[config.mk]
export PLATFORM = sky130hd
export DESIGN_NAME = mem_port_arbiter
export DESIGN_NICKNAME = d
export VERILOG_FILES = /design/src/rtl/mem_port_arbiter.sv
export SDC_FILE = /design/constraint.sdc
export NUM_CORES = 1
export LEC_CHECK = 0
export ABC_AREA = 1
export CELL_PAD_IN_SITES_DETAIL_PLACEMENT = 1
export CELL_PAD_IN_SITES_GLOBAL_PLACEMENT = 1
export CORE_MARGIN = 2
export CORE_UTILIZATION = 23
export CTS_BUF_LIST = sky130_fd_sc_hd__clkbuf_8
export CTS_CLUSTER_SIZE = 25
export DETAILED_ROUTE_END_ITERATION = 12
export PLACE_DENSITY_LB_ADDON = 0.1
export SETUP_SLACK_MARGIN = 0.15
export SYNTH_ARGS = -nofsm -noshare
export SYNTH_HDL_FRONTEND = slang
export SYNTH_SLANG_ARGS = --single-unit
[constraint.sdc]
create_clock -name clk -period 2 [get_ports clk]
set_input_delay 0.4 -clock clk [delete_from_list [all_inputs] [get_ports clk]]
set_output_delay 0.4 -clock clk [all_outputs]
set_load 0.01 [all_outputs]
[src/rtl/mem_port_arbiter.sv]
// Single-port memory arbiter: shares one memory port between instruction fetch
// and data load/store. Fetch owns the port by default; a legal data request
// steals it for exactly one DATA cycle, then the fetch is replayed with done set
// so the same request is not served twice.
module mem_port_arbiter #(
  parameter int ADDR_W = 8
) (
  input  logic              clk,
  input  logic              rst,
  input  logic              if_req,
  input  logic [ADDR_W-1:0] if_addr,
  input  logic              dm_rd,
  input  logic              dm_wr,
  input  logic [ADDR_W-1:0] dm_addr,
  input  logic [2:0]        dm_funct3,
  input  logic [31:0]       dm_wdata,
  output logic              MemRead,
  output logic              MemWrite,
  output logic [ADDR_W-1:0] address,
  output logic [31:0]       data_in,
  output logic [2:0]        read_part,
  output logic [1:0]        write_part,
  input  logic [31:0]       mem_rdata,
  output logic [31:0]       instr_q,
  output logic              instr_valid,
  output logic [31:0]       load_q,
  output logic              load_valid,
  output logic              stall,
  output logic              fault
);

  typedef enum logic {FETCH = 1'b0, DATA = 1'b1} state_t;

  state_t     state;
  logic       done;
  logic       dm_req;
  logic       ld_ok, st_ok, mis;
  logic [2:0] rd_part_d;
  logic [1:0] wr_part_d;
  logic       bad;

  assign dm_req = dm_rd | dm_wr;

  // funct3 decode: legality per direction, part selects, alignment check
  always_comb begin
    ld_ok     = 1'b0;
    st_ok     = 1'b0;
    mis       = 1'b0;
    rd_part_d = 3'd0;
    wr_part_d = 2'd0;
    case (dm_funct3)
      3'b000: begin ld_ok = 1'b1; st_ok = 1'b1; rd_part_d = 3'd3; wr_part_d = 2'd2; end
      3'b001: begin ld_ok = 1'b1; st_ok = 1'b1; rd_part_d = 3'd1; wr_part_d = 2'd1; mis = dm_addr[0]; end
      3'b010: begin ld_ok = 1'b1; st_ok = 1'b1; rd_part_d = 3'd0; wr_part_d = 2'd0; mis = |dm_addr[1:0]; end
      3'b100: begin ld_ok = 1'b1; rd_part_d = 3'd4; end
      3'b101: begin ld_ok = 1'b1; rd_part_d = 3'd2; mis = dm_addr[0]; end
      default: ;
    endcase
    bad = dm_req & ((dm_rd & dm_wr) | (dm_rd & ~ld_ok) | (dm_wr & ~st_ok) | mis);
  end

  assign stall = (state == DATA) | (dm_req & ~bad & ~done);

  // Port mux: fetch by default, data request while in DATA.
  // MemWrite is gated by rst so a reset mid-store never reaches the array.
  always_comb begin
    MemRead    = 1'b1;
    MemWrite   = 1'b0;
    address    = if_addr;
    data_in    = 32'd0;
    read_part  = 3'd0;
    write_part = 2'd0;
    if (state == DATA) begin
      MemRead    = dm_rd;
      MemWrite   = dm_wr & ~rst;
      address    = dm_addr;
      data_in    = dm_wdata;
      read_part  = dm_rd ? rd_part_d : 3'd0;
      write_part = dm_wr ? wr_part_d : 2'd0;
    end
  end

  // FSM, done flag and registered results
  always_ff @(posedge clk or posedge rst) begin
    if (rst) begin
      state       <= FETCH;
      done        <= 1'b0;
      instr_q     <= 32'd0;
      instr_valid <= 1'b0;
      load_q      <= 32'd0;
      load_valid  <= 1'b0;
      fault       <= 1'b0;
    end else begin
      instr_valid <= (state == FETCH) & if_req & ~stall;
      load_valid  <= (state == DATA) & dm_rd;
      fault       <= (state == FETCH) & bad & ~done;
      if ((state == FETCH) & if_req & ~stall) instr_q <= mem_rdata;
      if ((state == DATA) & dm_rd)             load_q  <= mem_rdata;
      case (state)
        FETCH: begin
          done <= 1'b0;
          if (dm_req & ~bad & ~done) state <= DATA;
        end
        DATA: begin
          done  <= 1'b1;
          state <= FETCH;
        end
        default: state <= FETCH;
      endcase
    end
  end

endmodule

# Word level (Yosys, flattened, before mapping)
# Index checks and enable logic that the tools add are counted.
# W data, S select, Z words.
[classes]
n_addsub = 0
mul = 0
div = 0
order_cmp = 0
n_eq_ne = 4
shift = 0
n_mux = 16
bitwise = 24
reduce_logical = 5
[op_table]
columns = ["cell", "n"]
rows = [
  ["$mux W32", 1],
  ["$and A1 B1 Y1", 12],
  ["$pmux W3 S4", 1],
  ["$mux W8", 1],
  ["$not A1 Y1", 7],
  ["$eq A3 B3 Y1 const B", 2],
  ["$mux W3", 2],
  ["$pmux W1 S2", 3],
  ["$mux W1", 5],
  ["$or A1 B1 Y1", 5],
  ["$reduce_or A5 Y1", 1],
  ["$mux W2", 2],
  ["$pmux W2 S2", 1],
  ["$reduce_or A2 Y1", 2],
  ["$eq A3 B1 Y1 const B", 1],
  ["$eq A3 B2 Y1 const B", 1],
  ["$logic_not A3 Y1", 1],
  ["$reduce_or A3 Y1", 1],
]
[totals]
regBits = 69
latchBits = 0
mem_bits_rw = 0
rom_bits = 0
input_bits = 88
word_cells = 56
n_memories = 0

# Depth between registers and ports, before layout
[logic_depth]
word_depth = 15
ltp_mapped = 10
ltp_nobuf = 9

# Least setup slack after synthesis
# OpenSTA, ideal clock, no wires.
[synth_path]
kind = "register -> output"
from = "register state"
to = "output port address[0]"
t_arrival_ns = 1.209
path_slack_ns = 0.391
path_stages_with_launch = 5
path_buffers = 2
path_cell_list = "dfrtp_1 > buf_2 > clkinv_1 > clkbuf_1 > o21ai_0"
[synth_via]
elab_chain_cells = 1
[synth_lines]
columns = ["item", "line_no", "rtl"]
rows = [
  ["from (decl)", "34", "state_t state;"],
  ["from (signal assigned)", "86", "state <= FETCH;"],
  ["from (signal assigned)", "102", "if (dm_req & ~bad & ~done) state <= DATA;"],
  ["from (signal assigned)", "106", "state <= FETCH;"],
  ["$mux W8", "73", "if (state == DATA) begin"],
  ["to (decl)", "19", "output logic [ADDR_W-1:0] address,"],
]
# Every way passes these cells.

# Worst setup path after layout
[layout_path]
from = "register state"
to = "output port data_in[2]"
[layout_via]
elab_chain_cells = 1
[layout_lines]
columns = ["item", "line_no", "rtl"]
rows = [
  ["$mux W32", "73", ""],
  ["to (decl)", "20", "output logic [31:0] data_in,"],
]
# Every way passes these cells.

==> flow_metrics.py <==
metrics = {
    "power_and_ir_drop": {
        "pwr-share-clk": 0.264,
        "irDropWorstVdd_v": 0.0003970,
        "sequentialPowerShare": 0.362,
        "p_int_mw": 3.727,
        "power_dens_cells_nw_per_um2": 928.7,
        "netSwitchingPower_mw": 1.678,
        "power.static_leakage_nw": 3.155,
        "switching_share": 0.3104,
        "post-layout-total-power_mw": 5.405,
        "p_comb_frac": 0.374,
    },
    "drt": {
        "routed_wire_length_per_instance_microns": 15.06,
        "postRouteAntennaNets": 0,
        "drt_drc_violations_left": 0,
        "drt_pre_antenna_iters": 3,
        "routed_wirelength_mm": 12.40,
        "post_drt_via_cell_ratio": 4.293,
        "detail_route.iter0.violations": 97,
        "dr_total_vias": 3533,
    },
    "critical_path": {
        "critical_path.cell_chain": "buf_4 > buf_8 > nand2_1 > inv_1 > dlygate4sd2_1",
        "startpoint_type": "flop",
        "cpLargestDelayFamily": "buffers and inverters",
        "worst-endpoint-arrival_ps": 1470,
        "slowest_stage_cell_cp": "dfrtp_2",
        "critical_path.max_stage_delay_ps": 450,
        "critical_path_buffer_and_inverter_count": 4,
        "regToRegSetupSlack_ps": 310,
        "crit_type": "flop to output port",
        "critical_path_peak_fanout": 16,
        "critical_path.endpoint_type": "output port",
        "required_ps": 1600,
    },
    "final_layout": {
        "ratio_of_cells_with_drive_above_1_in_the_final_layout": 0.1184,
        "nFillCells": 1675,
        "num-nets-final": 725,
        "syn_to_final_growth_pct": 82.72,
    },
    "sta": {
        "highest_clock_frequency_the_design_can_meet_mhz": 535.9,
        "finalHoldViolations": 0,
        "layout_worst_path_cycle_share": 0.9329,
        "timing.final.max_slew_violations": 0,
        "holdWs_ps": 475.4,
        "worst_case_headroom_to_the_max_slew_limit": 0.7205,
        "final-setup-viol-count": 0,
        "finClkSkew_ps": 6.409,
        "setup_repair_after_global_routing_missed_its_margin": "yes",
        "period_needed_ps": 1866,
        "postLayoutSetupSlackWorst_ps": 134.1,
        "setup-tns-final_ps": 0,
        "timing_worst_slew_pin_value_ps": 419.3,
    },
    "global_routing": {
        "grt_util_met2": 0.3114,
        "gr-usage-all-layers": 0.1717,
        "first_global_vias": 3862,
        "globalRoute.busiestLayer": "met2",
        "grt_max_degree": 40,
        "grtUsageMet1": 0.1907,
        "grt_pass1_wl_mm": 19.64,
        "grt_antenna_before_repair": 1,
        "grt.overflow.total": 0,
        "met3_routing_resource_usage_after_global_routing": 0.06507,
    },
    "placed_design": {
        "numPortBuffers": 202,
        "finalWeightedCongestion": 0.7339,
        "detailedPlace.worstSlack_ps": -428.6,
        "hpwlAfterDp_mm": 9.176,
    },
    "synth": {
        "ys_top_cells_by_count": "nand2_1 (226), dfrtp_1 (69), inv_1 (42), nand4_1 (32), clkbuf_1 (15)",
        "ys_seq_area_frac": 0.5420,
        "synth.avg_cell_area_sq_um": 7.639,
        "mappedNetlistArea_sq_um": 3186,
        "post_synth_main_area_contributors": "dfrtp_1 (54%), nand2_1 (27%), nand4_1 (6.3%)",
        "synth_top_area_share": 0.5420,
        "synth_enable_flop_cells": 0,
        "synth.ff_latch_count": 69,
        "synth.most_common_cell": "nand2_1",
        "yosys_warnings": 0,
        "ys_types": 17,
        "synth.largest_area_cell": "dfrtp_1",
        "ys_dominant_reg_cell": "dfrtp_1",
        "syn_inst": 417,
        "synth_async_sr_flop_share": 1.000,
        "total_nets_after_synthesis": 505,
    },
    "die": {
        "die_outline_height_microns": 121.7,
        "design.portCount": 203,
        "start_util": 0.2322,
        "die_width_microns": 121.7,
        "core_sq_um": 13720,
        "floorplan.die_area_sq_um": 14810,
        "rows": 43,
    },
    "clock_network": {
        "cts.reportedPaths.clkPinSlew_ps": 80,
        "ctsLongestPathBuffers": 2,
        "cts_num_sinks": 69,
        "cts-buffers-inserted": 9,
        "clock_tree_from_tritoncts": "done",
        "h-tree-depth": 3,
        "root_buffer": "clkbuf_8",
        "clk-insertion-delay-late_ps": 350,
    },
    "job": {
        "maxCapViolations": 0,
    },
    "hold_path": {
        "timing.hold.worst.class": "flop to flop",
    },
    "run_status": {
        "outcome": "complete, no violations",
    },
}
timing repair:
item	in CTS	in global routing
setup buffers	3	3
endpoints found under the hold margin	0	0
hold buffers	0	0
pin swaps	1	4
gates resized for setup	103	20
setup endpoints to repair	81	75
logic make-up (layout without fill, tap and decap cells):
logic type,Yosys count,in the layout,synth area share
AO/OA/AOI/OAI,6,6,0.009424
buffers and inverters,69,294,0.09112
flip-flops,69,69,0.5420
other,0,1,0
AND/OR/NAND/NOR,273,273,0.3574
metal layers:
metal	share of wire	vias up
li1	-	1715
met1	0.39	1699
met2	0.51	108
met3	0.082	11
met4	0.010	0
met5	0	-
layout by cell type, fill, tap and decap left out, drive strengths merged:
cell           instances
nor4                   1
nand2                227
clkdlybuf4s15          1
dfrtp                 69
clkdlybuf4s50        150
dlygate4sd2           35
bufinv                 3
diode                  1
nand4                 32
clkbuf                12
buf                   45
a21oi                  4
o21ai                  2
nand3                  2
nor2                  10
dlymetal6s2s           1
clkinvlp               2
nor3                   1
inv                   45
worst paths after layout:
kind	startpoint	end	cells after the start
max in group asynchronous	rst	state	4
hold reg to reg	instr_q[21]	instr_q[21]	2
setup / recovery	state	data_in[2]	5
setup reg to reg	state	load_q[9]	7
min in group asynchronous	rst	load_q[10]	4
hold / removal	instr_q[21]	instr_q[21]	2
final cells by class:
class                   count  area, sq um  area share
diodes                      1        2.502   0.0004299
repair buffers            234         2238      0.3846
clock buffers              10        137.6     0.02365
multi-input cells         279         1202      0.2066
well taps                 180        225.2     0.03869
clock inverters             6        110.1     0.01892
inverters                  44        176.4     0.03031
flip-flops and latches     69         1728      0.2969
through the flow:
| step | area, sq um | cells | util |
|---|---|---|---|
| 2_1_floorplan | 3189 | 417 | - |
| 3_3_place_gp | 5557 | 800 | 0.4050 |
| 3_5_place_dp | 5557 | 800 | 0.4050 |
| 4_1_cts | 5784 | 819 | 0.4216 |
| 5_1_grt | 5818 | 822 | 0.4241 |
| 6_report | 5821 | 823 | 0.4243 |
worst reg2reg max path, cell delays in order, from the launching register on:
cell	delay, ps
dfrtp_2	450
buf_4	150
nand2_2	90
buf_4	390
inv_1	180
buf_12	200
nand2_1	70
nand2_1	60
power groups by stage:
stage	Combinational [mW]	Sequential [mW]	Clock, mW
4_1_cts	2.04	1.96	1.47
3_3_place_gp	2.03	1.97	0
6_report	2.02	1.96	1.43
5_1_grt	2.22	2.01	1.53
2_1_floorplan	0.574	2.14	0
3_5_place_dp	2.06	1.98	0
sequential cells by signal (all words and copies together), names as in the netlist:
| signal | flops |
|---|---|
| load_valid | 1 |
| load_q | 32 |
| fault | 1 |
| instr_valid | 1 |
| done | 1 |
| state | 1 |
| instr_q | 32 |
Power figures use the tool's default switching activity.
